`config.mk`:
```
export PLATFORM = sky130hd
export DESIGN_NAME = gf_mac_engine
export DESIGN_NICKNAME = d
export VERILOG_FILES = /design/src/rtl/gf_mac_pkg.sv /design/src/rtl/gf_mac_engine_mul_digit.sv /design/src/rtl/gf_mac_engine.sv
export SDC_FILE = /design/constraint.sdc
export NUM_CORES = 1
export LEC_CHECK = 0
export BUFFER_PORTS_ARGS = -buffer_cell sky130_fd_sc_hd__buf_2
export CAP_MARGIN = 15
export CORE_ASPECT_RATIO = 0.5
export CORE_MARGIN = 4
export CORE_UTILIZATION = 62
export DETAILED_ROUTE_END_ITERATION = 10
export GPL_TIMING_DRIVEN = 0
export PLACE_DENSITY = 0.86
export SYNTH_ARGS = -nofsm -noshare
export SYNTH_HDL_FRONTEND = slang
export SYNTH_SLANG_ARGS = --single-unit
```
`constraint.sdc`:
```
create_clock -name clk -period 7.12 [get_ports clk]
set_input_delay 1.068 -clock clk [delete_from_list [all_inputs] [get_ports clk]]
set_output_delay 1.068 -clock clk [all_outputs]
set_load 0.02 [all_outputs]
```
`src/rtl/gf_mac_pkg.sv`:
```
// Shared types and field arithmetic for the GF(2^W) MAC engine.
// Optional feature macro used by the top: GF_MAC_TAG_MASK_EN.
package gf_mac_pkg;

  // Widest field supported; helpers operate on this width and mask to w.
  localparam int GF_WMAX = 16;

  typedef enum logic [1:0] {
    S_IDLE = 2'd0,
    S_RDY  = 2'd1,
    S_MUL  = 2'd2,
    S_OUT  = 2'd3
  } gf_state_e;

  // Multiply z by x in GF(2^w): shift left one bit, fold the bit that
  // leaves position w-1 back in through the reduction polynomial.
  function automatic logic [GF_WMAX-1:0] gf_xtime(
    input logic [GF_WMAX-1:0] z,
    input logic [GF_WMAX-1:0] poly,
    input int                 w
  );
    logic [GF_WMAX-1:0] r;
    logic               msb;
    r   = '0;
    msb = 1'b0;
    for (int b = 0; b < GF_WMAX; b++) begin
      if (b == w - 1) begin
        msb = z[b];
      end
    end
    for (int b = 1; b < GF_WMAX; b++) begin
      if (b < w) begin
        r[b] = z[b-1];
      end
    end
    for (int b = 0; b < GF_WMAX; b++) begin
      if (b < w) begin
        r[b] = r[b] ^ (poly[b] & msb);
      end
    end
    return r;
  endfunction

endpackage

```
`src/rtl/gf_mac_engine_mul_digit.sv`:
```
// One digit-serial Horner step for a single GF(2^W) lane:
// for each of the DIGIT bits, MSB first, z = xtime(z) ^ (bit ? H : 0).
module gf_mul_digit
  import gf_mac_pkg::*;
#(
  parameter int             W     = 8,
  parameter int             DIGIT = 1,
  parameter logic [W-1:0]   POLY  = 8'h1B
) (
  input  logic [W-1:0]     z_i,
  input  logic [W-1:0]     h_i,
  input  logic [DIGIT-1:0] digit_i,
  output logic [W-1:0]     z_o
);

  logic [GF_WMAX-1:0] za_s;
  logic [GF_WMAX-1:0] hx_s;
  logic [GF_WMAX-1:0] px_s;

  // Widen operands to the helper width, then run DIGIT Horner steps.
  always_comb begin
    za_s = '0;
    hx_s = '0;
    px_s = '0;
    za_s[W-1:0] = z_i;
    hx_s[W-1:0] = h_i;
    px_s[W-1:0] = POLY;
    for (int j = DIGIT - 1; j >= 0; j--) begin
      if (digit_i[j]) begin
        za_s = gf_xtime(za_s, px_s, W) ^ hx_s;
      end else begin
        za_s = gf_xtime(za_s, px_s, W);
      end
    end
    z_o = za_s[W-1:0];
  end

endmodule

```
`src/rtl/gf_mac_engine.sv`:
```
// Multi-lane GF(2^W) multiply-accumulate engine: acc = (acc ^ data) * H per
// lane, digit-serial multiply, valid/ready block input and tag output.
// Optional feature: define GF_MAC_TAG_MASK_EN to add a tag_mask input that is
// captured on the final block and XORed into tag_data.
module gf_mac_engine
  import gf_mac_pkg::*;
#(
  parameter int           W     = 8,
  parameter int           LANES = 16,
  parameter int           DIGIT = 1,
  parameter logic [W-1:0] POLY  = 8'h1B
) (
  input  logic                 clk,
  input  logic                 rst,
  input  logic                 key_load,
  input  logic [LANES*W-1:0]   key_data,
  input  logic                 in_valid,
  output logic                 in_ready,
  input  logic [LANES*W-1:0]   in_data,
`ifdef GF_MAC_TAG_MASK_EN
  input  logic [LANES*W-1:0]   tag_mask,
`endif
  input  logic                 in_last,
  output logic                 tag_valid,
  input  logic                 tag_ready,
  output logic [LANES*W-1:0]   tag_data,
  output logic                 busy
);

  localparam int NB    = LANES * W;
  localparam int STEPS = W / DIGIT;
  localparam int CW    = $clog2(STEPS + 1);

  gf_state_e       state_q;
  logic [NB-1:0]   h_q;
  logic [NB-1:0]   acc_q;
  logic [NB-1:0]   opnd_q;
  logic [NB-1:0]   z_q;
  logic [NB-1:0]   z_d;
  logic [CW-1:0]   cnt_q;
  logic            last_q;
  logic [NB-1:0]   mask_q;

  // Per-lane multiplier slice; the digit is picked by cnt, MSB digit first.
  for (genvar i = 0; i < LANES; i++) begin : g_lane
    logic [DIGIT-1:0] dig_s;
    assign dig_s = opnd_q[i*W + (W-1) - int'(cnt_q)*DIGIT -: DIGIT];
    gf_mul_digit #(
      .W     (W),
      .DIGIT (DIGIT),
      .POLY  (POLY)
    ) u_mul (
      .z_i     (z_q[i*W +: W]),
      .h_i     (h_q[i*W +: W]),
      .digit_i (dig_s),
      .z_o     (z_d[i*W +: W])
    );
  end

  assign in_ready  = (state_q == S_RDY) && !key_load;
  assign tag_valid = (state_q == S_OUT);
  assign busy      = (state_q == S_MUL) || (state_q == S_OUT);
  assign tag_data  = acc_q ^ mask_q;

  // Control FSM plus key, accumulator, operand and partial-product registers.
  always_ff @(posedge clk) begin
    if (rst) begin
      state_q <= S_IDLE;
      h_q     <= '0;
      acc_q   <= '0;
      opnd_q  <= '0;
      z_q     <= '0;
      cnt_q   <= '0;
      last_q  <= 1'b0;
      mask_q  <= '0;
    end else begin
      case (state_q)
        S_IDLE: begin
          if (key_load) begin
            h_q     <= key_data;
            acc_q   <= '0;
            state_q <= S_RDY;
          end
        end
        S_RDY: begin
          if (key_load) begin
            h_q   <= key_data;
            acc_q <= '0;
          end else if (in_valid) begin
            opnd_q  <= acc_q ^ in_data;
            cnt_q   <= '0;
            last_q  <= in_last;
            z_q     <= '0;
            state_q <= S_MUL;
`ifdef GF_MAC_TAG_MASK_EN
            if (in_last) begin
              mask_q <= tag_mask;
            end
`endif
          end
        end
        S_MUL: begin
          z_q   <= z_d;
          cnt_q <= cnt_q + CW'(1);
          if (cnt_q == CW'(STEPS - 1)) begin
            acc_q   <= z_d;
            state_q <= last_q ? S_OUT : S_RDY;
          end
        end
        S_OUT: begin
          if (tag_ready) begin
            acc_q   <= '0;
            state_q <= S_RDY;
          end
        end
        default: begin
          state_q <= S_IDLE;
        end
      endcase
    end
  end

endmodule

```
# Word level (Yosys, flattened, before mapping)
# Cells that the tools add are included.
[totals]
inputBits = 262
ff_bits = 519
[classes]
eq_ne = 10
reduce_logical = 11
shifts = 16
n_addsub = 17
bitwise_logic = 114
mux = 289
[op_table]
columns = ["operator", "count"]
rows = [
  ["indexed part select 128 x 8 -> 1 bit", 8],
  ["two-way mux 128 bit", 5],
  ["indexed part select 128 x 7 -> 1 bit", 4],
  ["one-hot mux 128 bit (3 select lines)", 1],
  ["two-way mux 1 bit", 256],
  ["one-hot mux 128 bit (2 select lines)", 1],
  ["indexed part select 128 x 5 -> 1 bit", 2],
  ["indexed part select 128 x 6 -> 1 bit", 2],
  ["two-way mux 8 bit", 16],
  ["bitwise XOR 128 bit", 1],
  ["bitwise XOR 8 bit", 16],
  ["bitwise XOR 1 bit", 96],
  ["subtractor 7 x 4 -> 8 bit (first input constant)", 8],
  ["subtractor 6 x 4 -> 7 bit (first input constant)", 4],
  ["two-way mux 2 bit", 6],
  ["subtractor 5 x 4 -> 6 bit (first input constant)", 2],
  ["AND reduction 3 bit", 3],
  ["two-way mux 4 bit", 2],
  ["one-hot mux 2 bit (4 select lines)", 1],
  ["one-hot mux 4 bit (2 select lines)", 1],
  ["inequality test 2 x 1 -> 1 bit (second input constant)", 3],
  ["inequality test 2 bit (second input constant)", 3],
  ["AND reduction 5 bit", 1],
  ["subtractor 3 x 4 -> 5 bit (first input constant)", 1],
  ["other kinds (13)", 14],
]

# Depth between registers and ports, before layout
# Gate-level depths: netlist (run 1).
[logic_depth]
word_depth = 9
mapped_depth = 11
mapped_depth_nobuf = 7

# By module
# From an unflattened synthesis (run 1), not the netlist that was laid out.
[unflattened]
hier_cells = 2702
hier_area_um2 = 23042.1
[modules_own_cells]
columns = ["module", "instances", "cells_each", "area_each_um2"]
rows = [
  ["gf_mac_engine", 1, 2382, 20940.1],
  ["gf_mul_digit", 16, 20, 131.4],
]

# Worst setup path before layout (run 1)
# OpenSTA, ideal clock, no wires.
[synth_path]
path_type = "input to register"
from = "input rst"
to = "register z_q[112]"
required_ns = 7.058
setup_slack_ns = 4.409
setup_time_ns = 0.062
path_buffers = 5
stages = 9
arrival_time_ns = 2.650
path_cell_list = "clkbuf_1 -> nand2b_1 -> clkbuf_1 -> a21oi_1 -> buf_2 -> clkbuf_1 -> buf_1 -> nand4_1 -> nand3_1"
[synth_rtl]
columns = ["element", "line", "source"]
rows = [
  ["from (decl)", "gf_mac_engine.sv:14", "input logic rst,"],
  ["to (signal assigned)", "gf_mac_engine.sv:103", "z_q <= z_d;"],
  ["to (decl)", "gf_mac_engine.sv:38", "logic [NB-1:0] z_q;"],
]

# Worst setup path in the final report (run 1)
[layout_path]
from = "register state_q[1]"
to = "register z_q[101]"
[layout_via]
elab_chain_len = 3
elab_cells_between_ends = 7
[layout_lines]
columns = ["element", "line", "source"]
rows = [
  ["from (decl)", "gf_mac_engine.sv:34", "gf_state_e state_q;"],
  ["from (signal assigned)", "gf_mac_engine.sv:107", "state_q <= last_q ? S_OUT : S_RDY;"],
  ["equality test 2 x 1 -> 1 bit or equality test 2 bit (tied branches)", "gf_mac_engine.sv:77", "case (state_q)"],
  ["inequality test 2 bit (no source line) or nonzero test 2 bit (tied branches)", "n/a", ""],
  ["AND reduction 3 bit (no source line)", "n/a", ""],
]
# Several ways; a longest one is shown, not always the timed one.
# A chain may end at the register's enable or synchronous reset.

==> results of run 1 <==
-- worst max-delay path: cells and delay by family (launching register included) --
family | cells | cell delay [ns]
compound gates | 2 | 1.28
fa+ha+maj | 1 | 0.18
buf+inv | 5 | 1.77
flops | 1 | 0.38
simple gates | 2 | 0.30
-- final cells by class --
class                           count  share of cell area
Multi-Input combinational cell   2387              0.4759
Buffer                            257             0.03486
Sequential cell                   519              0.3438
Clock inverter                     17             0.01043
Inverter                           32            0.003974
Timing Repair Buffer              395             0.06648
Clock buffer                       64             0.04227
Tap cell                          540             0.02235
-- placed cells by master (no fill, tap or decap), types with 8 or more instances in the layout --
| master | synthesis | routed |
|---|---|---|
| and3_1 | 82 | 82 |
| nand4_1 | 175 | 175 |
| clkbuf_16 | 0 | 45 |
| o211ai_1 | 35 | 35 |
| buf_1 | 19 | 19 |
| o211a_1 | 12 | 12 |
| a211o_1 | 148 | 148 |
| nand4b_1 | 106 | 106 |
| a21o_1 | 10 | 10 |
| nand3b_1 | 12 | 12 |
| a221oi_1 | 8 | 8 |
| clkbuf_8 | 0 | 8 |
| nand2_1 | 591 | 591 |
| nor2_1 | 188 | 188 |
| a21oi_1 | 229 | 229 |
| and4b_1 | 8 | 8 |
| nor3_1 | 50 | 50 |
| xnor2_1 | 177 | 177 |
| o21ai_0 | 70 | 70 |
| nor3b_1 | 19 | 19 |
| buf_4 | 8 | 8 |
| a22oi_1 | 27 | 27 |
| clkbuf_1 | 193 | 204 |
| nand3_1 | 102 | 102 |
| mux2i_1 | 60 | 60 |
| nor2b_1 | 10 | 10 |
| or4_1 | 8 | 8 |
| inv_1 | 32 | 32 |
| a211oi_1 | 130 | 130 |
| bufinv_16 | 0 | 9 |
| o31ai_1 | 44 | 44 |
| dfxtp_1 | 519 | 519 |
| buf_2 | 35 | 426 |
| nor4_1 | 15 | 15 |
| a31oi_1 | 8 | 8 |
-- worst max-delay path by stage --
stage                                        from               endpoint  cells after the start
after global placement                        rst  z_q[110]$_SDFFE_PP0P_                      9
after CTS                 state_q[1]$_SDFFE_PP0P_  z_q[106]$_SDFFE_PP0P_                     10
after detailed placement                      rst  z_q[112]$_SDFFE_PP0P_                      9
final                     state_q[1]$_SDFFE_PP0P_  z_q[101]$_SDFFE_PP0P_                     10
after global routing      state_q[0]$_SDFFE_PP0P_  z_q[111]$_SDFFE_PP0P_                     11
after floorplan                               rst  z_q[112]$_SDFFE_PP0P_                      9
-- where the power goes --
part	switching, mW	internal [mW]	total (mW)
clock	1.17	1.58	2.75
combinational	0.536	0.248	0.784
sequential	0.0968	3.02	3.11
total	1.80	4.84	6.65
-- through the flow --
stage               power (mW)  setup WS, ns
floorplan                3.587         4.409
global placement         3.901         3.008
detailed placement       3.923         2.978
CTS                      6.581         3.312
global route             6.797         2.945
finish                   6.647         3.053
-- logic make-up after synthesis --
logic type | after synthesis
AOI/OAI and AO/OA | 747
DFF | 519
and+or+nand+nor | 1385
xor gates and xnor gates | 184
muxes | 66
adders and majority gates | 5
buffers and inverters | 289
-- sequential cells by signal, indices dropped and copies added, names as in the netlist --
name / cells
h_q: 128
z_q: 128
state_q: 2
opnd_q: 128
cnt_q: 4
last_q: 1
acc_q: 128
-- routing by layer --
metal / global-route usage / part of all wire / vias up
li1: - / - / 12490
met1: 0.5204 / 0.37 / 13220
met2: 0.6253 / 0.43 / 1975
met3: 0.1365 / 0.14 / 419
met4: 0.2136 / 0.061 / 2
met5: 0 / 0.00011 / -
==> implementation parameters, run 1 <==
Parameter                              Value

Worst setup path
  Max FO, Critical Path    10
  Highest-delay cell along the critical path    o21ai_1
  Arrival time worst endpoint    4.51 ns
  Worst-case register-to-register setup slack    3.05 ns
  CP startpoint kind    flop
  End of the worst register-to-register path    z_q[101]$_SDFFE_PP0P_
  Largest stage delay, worst path    1.08 ns
  FF-to-FF path depth    10
  Critical Path, Cell by Cell    inv_1 -> ha_1 -> clkbuf_1 -> and3b_1 -> clkbuf_1 -> o21ai_1 -> buf_2 -> buf_1 -> a211o_1 -> nand3_1
  Critical register-to-register path startpoint    state_q[1]$_SDFFE_PP0P_
  Crit path required time    7.57 ns
  Category of the most critical setup path    reg -> reg
  Critical path's most frequent cell    clkbuf_1
  Setup crit end kind    flop

Place
  Placed cell count    4129
  Placed standard-cell area    28620 sq um
  Sum of net half-perimeters after detailed placement    73050 um
  Number of buffers inserted by port buffering    391
  Routability congestion estimate from global placement    0.9879

Clock tree
  Cts hold-fix bufs    0
  Clk Tree Root Cell    clkbuf_16
  Clock sink count    519
  H-tree levels    2
  CTS tree    built
  Clock-pin slew on the worst setup and hold paths    0.07 ns
  Number of buffers inserted during clock tree synthesis    45
  Later-pin clock latency in the skew report    0.58 ns
  Count of instances resized after the clock tree is built    0
  Post-CTS setup repair buffer count    0
  Max Buffers Root-to-Sink    3

Timing
  Accumulated negative setup slack    0 ns
  Relative max-transition margin    0.1198
  Final count of pins violating max slew    0
  Slew of the pin with the lowest slew margin    1.311 ns
  Unrepaired setup endpoints after global routing    false
  Final hold vios    0
  Tcrit/Tclk final    0.5712
  Hold slack    0.4669 ns
  Maximum clock frequency    0.2459 GHz
  Minimum clock period after layout    4.067 ns
  Final worst clock skew    0.02131 ns
  Endpoints failing setup    0

Final layout
  Register area    10390 sq um
  Syn-to-layout area delta    16.49%
  Number of diodes    0
  Layout cell share with drive strength beyond 1    0.1436
  Post-route insts no fill    4211
  Number of fill cells in the layout    3227
  Post-route cell area    30220 sq um
  Total area of multi-input combinational cells    14380 sq um
  Count of nets after finishing    3904
  Utilization after layout    0.7397

Routing
  Avg WL per Cell    23.58 um
  Via density per instance    6.676
  DRC violation count after routing    0
  Total via count in the routed design    28110
  Detailed router's first-iteration violation count    3824
  Count of nets left with antenna violations after detail routing    0
  Aggregate routed wire length    99290 um
  Drt first pass iters    7

Synthesis
  Yosys Warn Count    0
  Basic-gate share of the synthesized area counting and, or, nand and nor cells    0.2659
  Most instantiated cells after synthesis    nand2_1 (591), dfxtp_1 (519), a21oi_1 (229)
  Mapped Area    25950 sq um
  Xor/xnor share of the synthesized area    0.06211
  Portion of netlist area occupied by mux cells    0.02575
  Post-synthesis compound-gate area fraction    0.1981
  Mean instance size in the synthesized netlist    8.121 sq um
  Largest family of logic cells by synthesized area    simple AND/OR/NAND/NOR gates
  Flip-flop and latch count after synthesis    519
  Post-synth top area cell    dfxtp_1
  Post-synth EDFFs    0
  Count of different cell masters after synthesis    56
  Share of synthesized flip-flops with an asynchronous set or reset    0
  Synthesized netlist cell count    3195
  Count leader, synth    nand2_1
  Most area-consuming cells after synthesis    dfxtp_1 (40%), nand2_1 (8.5%), xnor2_1 (6.0%)
  Proportion of synthesized chip area in sequential cells    0.4004
  Commonest register cell after synthesis    dfxtp_1
  Area fraction of the dominant cell type after synthesis    0.4004
  Net count after synthesis    3462
  Share of synthesized cell area in full adder, half adder and majority cells    0.002411

Global routing
  Wire length of the first global-routing pass    147000 um
  Number of antenna violations at the first check in global routing    3
  Aggregate global routing overflow    0
  Largest net degree at the start of global routing    17
  Number of global-route vias before repair    25580
  Total Routing Usage GR    0.4104

Power and ir drop
  Highest ir drop seen on vdd    0.1566 mV
  Total power per unit cell area    219.9 nW/um^2
  Static Leak    11.29 nW

Worst hold path
  Kind of path behind the tightest hold check    reg -> reg
  Hold Path Origin    h_q[7]$_SDFFE_PP0P_
  Hold Crit Depth    2
  Hold path endpoint    h_q[7]$_SDFFE_PP0P_

Die
  Placeable core region    40860 sq um
  Height of the chip    152.7 um
  Die boundary width    297.3 um
  Total I/O pin count    393
  Initial Utilization    0.6350
  Number of standard-cell rows in the floorplan    52
  Total die area    45380 sq um

Flow run
  # Max-Cap Violations    0

Outcome
  Status    finished clean
Power figures use the tool's default switching activity.
==> inputs of run 2 (changes only) <==
--- a/config.mk
+++ b/config.mk
@@ -9,10 +9,10 @@
 export CAP_MARGIN = 15
 export CORE_ASPECT_RATIO = 0.5
 export CORE_MARGIN = 4
-export CORE_UTILIZATION = 62
+export CORE_UTILIZATION = 52
 export DETAILED_ROUTE_END_ITERATION = 10
 export GPL_TIMING_DRIVEN = 0
-export PLACE_DENSITY = 0.86
+export PLACE_DENSITY = 0.77
 export SYNTH_ARGS = -nofsm -noshare
 export SYNTH_HDL_FRONTEND = slang
 export SYNTH_SLANG_ARGS = --single-unit
==> constraint.sdc (replaced) <==
create_clock -name clk -period 3.7 [get_ports clk]
set_input_delay 0.555 -clock clk [delete_from_list [all_inputs] [get_ports clk]]
set_output_delay 0.555 -clock clk [all_outputs]
set_load 0.02 [all_outputs]
==> run 2 against run 1 <==
- flip-flop and latch count is the same
- critical path depth is the same
- sequential share of layout area shrank 0.14 points
- first-iteration DRC count shrank 1.5%
- register-to-register slack lost 3.0 ns
- clock skew grew 0.00097 ns
- sequential power grew 93%
- core utilization shrank 12 points
- combinational power grew 94%
- non-clock buffer count grew 1
- critical path type unchanged
- critical endpoint is now z_q[114]$_SDFFE_PP0P_
- largest cell class unchanged
==> implementation parameters, run 2 (synthesis results as in run 1) <==
Parameter                              Value

Outcome
  Status    finished clean (unchanged)

Timing
  Setup slack of the critical path after layout    0.07983 ns (was 3.053 ns)
  Endpoints failing setup    0 (unchanged)
  Relative max-transition margin    0.1500 (was 0.1198)
  Final worst clock skew    0.02227 ns (was 0.02131 ns)
  Tcrit/Tclk final    0.9784 (was 0.5712)
  Final hold vios    0 (unchanged)
  Final count of pins violating max slew    0 (unchanged)
  Slew of the pin with the lowest slew margin    1.275 ns (was 1.311 ns)
  Maximum clock frequency    0.2762 GHz (was 0.2459 GHz)
  Minimum clock period after layout    3.620 ns (was 4.067 ns)
  Unrepaired setup endpoints after global routing    false (unchanged)

Routing
  Detailed router's first-iteration violation count    3766 (was 3824)
  Via density per instance    6.406 (was 6.676)
  Total via count in the routed design    27710 (was 28110)
  Aggregate routed wire length    102200 um (was 99290 um)
  Drt first pass iters    8 (was 7)
  Avg WL per Cell    23.63 um (was 23.58 um)
  DRC violation count after routing    0 (unchanged)
  Count of nets left with antenna violations after detail routing    0 (unchanged)

Worst setup path
  Critical register-to-register path startpoint    state_q[1]$_SDFFE_PP0P_ (unchanged)
  Category of the most critical setup path    reg -> reg (unchanged)
  FF-to-FF path depth    10 (unchanged)
  End of the worst register-to-register path    z_q[114]$_SDFFE_PP0P_ (was z_q[101]$_SDFFE_PP0P_)
  CP startpoint kind    flop (unchanged)
  Crit path required time    4.16 ns (was 7.57 ns)
  Worst-case register-to-register setup slack    0.08 ns (was 3.05 ns)
  Setup crit end kind    flop (unchanged)
  Max FO, Critical Path    10 (unchanged)
  Beginning of the critical path    state_q[1]$_SDFFE_PP0P_ (unchanged)
  Arrival time worst endpoint    4.08 ns (was 4.51 ns)

Final layout
  Count of nets after finishing    3907 (was 3904)
  Commonest cells after routing, fill and taps aside    nand2_1 (591), dfxtp_1 (519), buf_2 (426), a21oi_1 (228), clkbuf_1 (194) (was nand2_1 (591), dfxtp_1 (519), buf_2 (426), a21oi_1 (229), clkbuf_1 (204))
  Layout cell share with drive strength beyond 1    0.1476 (was 0.1436)
  Syn-to-layout area delta    16.95% (was 16.49%)
  Post-route cell area    30340 sq um (was 30220 sq um)
  Most frequent standard cell in the layout excluding fill and tap cells    nand2_1 (unchanged)
  Utilization after layout    0.6202 (was 0.7397)

Die
  Total I/O pin count    393 (unchanged)
  Placeable core region    48920 sq um (was 40860 sq um)
  Die boundary width    323.9 um (was 297.3 um)
  Height of the chip    166.0 um (was 152.7 um)
  Initial Utilization    0.5303 (was 0.6350)
  Total die area    53750 sq um (was 45380 sq um)
  Number of standard-cell rows in the floorplan    57 (was 52)

Clock tree
  CTS tree    built (unchanged)
  Clock sink count    519 (unchanged)
  H-tree levels    2 (unchanged)
  Number of buffers inserted during clock tree synthesis    47 (was 45)
  Clk Tree Root Cell    clkbuf_16 (unchanged)
  Max Buffers Root-to-Sink    3 (unchanged)
  Later-pin clock latency in the skew report    0.59 ns (was 0.58 ns)
  Clock-pin slew on the worst setup and hold paths    0.07 ns (about the same)

Global routing
  Aggregate global routing overflow    0 (unchanged)
  Total Routing Usage GR    0.3592 (was 0.4104)
  Largest net degree at the start of global routing    20 (was 17)
  Number of global-route vias before repair    25310 (was 25580)
  Wire length of the first global-routing pass    150500 um (was 147000 um)
  Number of antenna violations at the first check in global routing    5 (was 3)

Flow run
  # Max-Cap Violations    0 (unchanged)

Power and ir drop
  Total power per unit cell area    415.8 nW/um^2 (was 219.9 nW/um^2)
  Static Leak    11.30 nW (was 11.29 nW)
  Highest ir drop seen on vdd    0.3124 mV (was 0.1566 mV)

Worst hold path
  Hold path endpoint    h_q[118]$_SDFFE_PP0P_ (was h_q[7]$_SDFFE_PP0P_)
  Hold Path Origin    key_data[118] (was h_q[7]$_SDFFE_PP0P_)
  Kind of path behind the tightest hold check    in -> reg (was reg -> reg)
  Hold Crit Depth    3 (was 2)

Place
  Placed standard-cell area    28750 sq um (was 28620 sq um)
  Number of buffers inserted by port buffering    391 (unchanged)
  Sum of net half-perimeters after detailed placement    75810 um (was 73050 um)
  Worst setup slack after placement    -0.1634 ns (was 2.978 ns)
  Routability congestion estimate from global placement    0.9981 (was 0.9879)
run 2: changes by cell type in the layout (fill, tap and decap cells not counted), moves of 2 or more:
cell       change
clkbuf_2       +9
nor2_1         -2
buf_4          +4
nor2_2         +2
bufinv_16      -6
clkbuf_8       +2
diode_2        +5
clkbuf_1      -10
clkbuf_16      +4
buf_6          -2
run 2: critical path, cell delays in order (launching register included):
cell and delay, ns:
dfxtp_1 0.38, inv_1 0.09, ha_1 0.18, clkbuf_1 0.21
and3b_1 0.24, clkbuf_1 0.27, o21ai_2 0.68, buf_2 0.43
buf_1 0.74, a211o_1 0.19, nand3_1 0.08
run 2: layout make-up:
| class | instances | area, sq um |
|---|---|---|
| antenna | 5 | 12.51 |
| clock buffer | 69 | 1401 |
| inverter | 32 | 120.1 |
| multi-input combinational | 2387 | 14400 |
| timing repair buffer | 397 | 2017 |
| sequential | 519 | 10390 |
| clock inverter | 11 | 135.1 |
| tap | 649 | 812.0 |
| buffer | 256 | 1061 |
| fill | 4400 | 18580 |
run 2: per-stage QoR:
step | std cells | setup TNS, ns | total power, mW | hold slack [ns]
4_1_cts | 4316 | 0 | 12.52 | 0.1939
3_5_place_dp | 4237 | -4.537 | 7.563 | 0.4499
6_report | 4325 | 0 | 12.62 | 0.2071
3_3_place_gp | 4235 | -3.225 | 7.527 | 0.4405
2_1_floorplan | 3195 | 0 | 6.903 | 0.4323
5_1_grt | 4320 | 0 | 12.93 | 0.2171
run 2: worst max path at each step:
stage / to / slack (ns) / cells past startpoint
floorplan: acc_q[116]$_SDFFE_PP0P_ / 1.27 / 10
global placement: acc_q[89]$_SDFFE_PP0P_ / -0.13 / 10
detailed placement: acc_q[89]$_SDFFE_PP0P_ / -0.16 / 10
CTS: acc_q[29]$_SDFFE_PP0P_ / 0.08 / 9
global route: acc_q[25]$_SDFFE_PP0P_ / 0.03 / 11
finish: z_q[114]$_SDFFE_PP0P_ / 0.08 / 10
run 2: timing repair:
item | in CTS | in global routing
setup endpoints to repair | 60 | 52
hold buffers | 0 | 0
gates cloned | 0 | 0
pin swaps | 0 | 1
endpoints found under the hold margin | 0 | 0
setup buffers | 0 | 4
resized for setup | 4 | 15
run 2: power by group:
part	internal, mW	leakage (nW)	switching (mW)
Combinational	0.485	6.34	1.03
Clock	2.82	0.754	2.28
Sequential	5.81	4.21	0.186
run 2: per-layer routing:
layer	global-route usage	vias to the layer above	wire [um]
met1	0.4787	13310	40190
met3	0.08610	276	12020
met5	0	-	0
met4	0.1662	0	4911
met2	0.5518	1619	45100
li1	-	12500	-
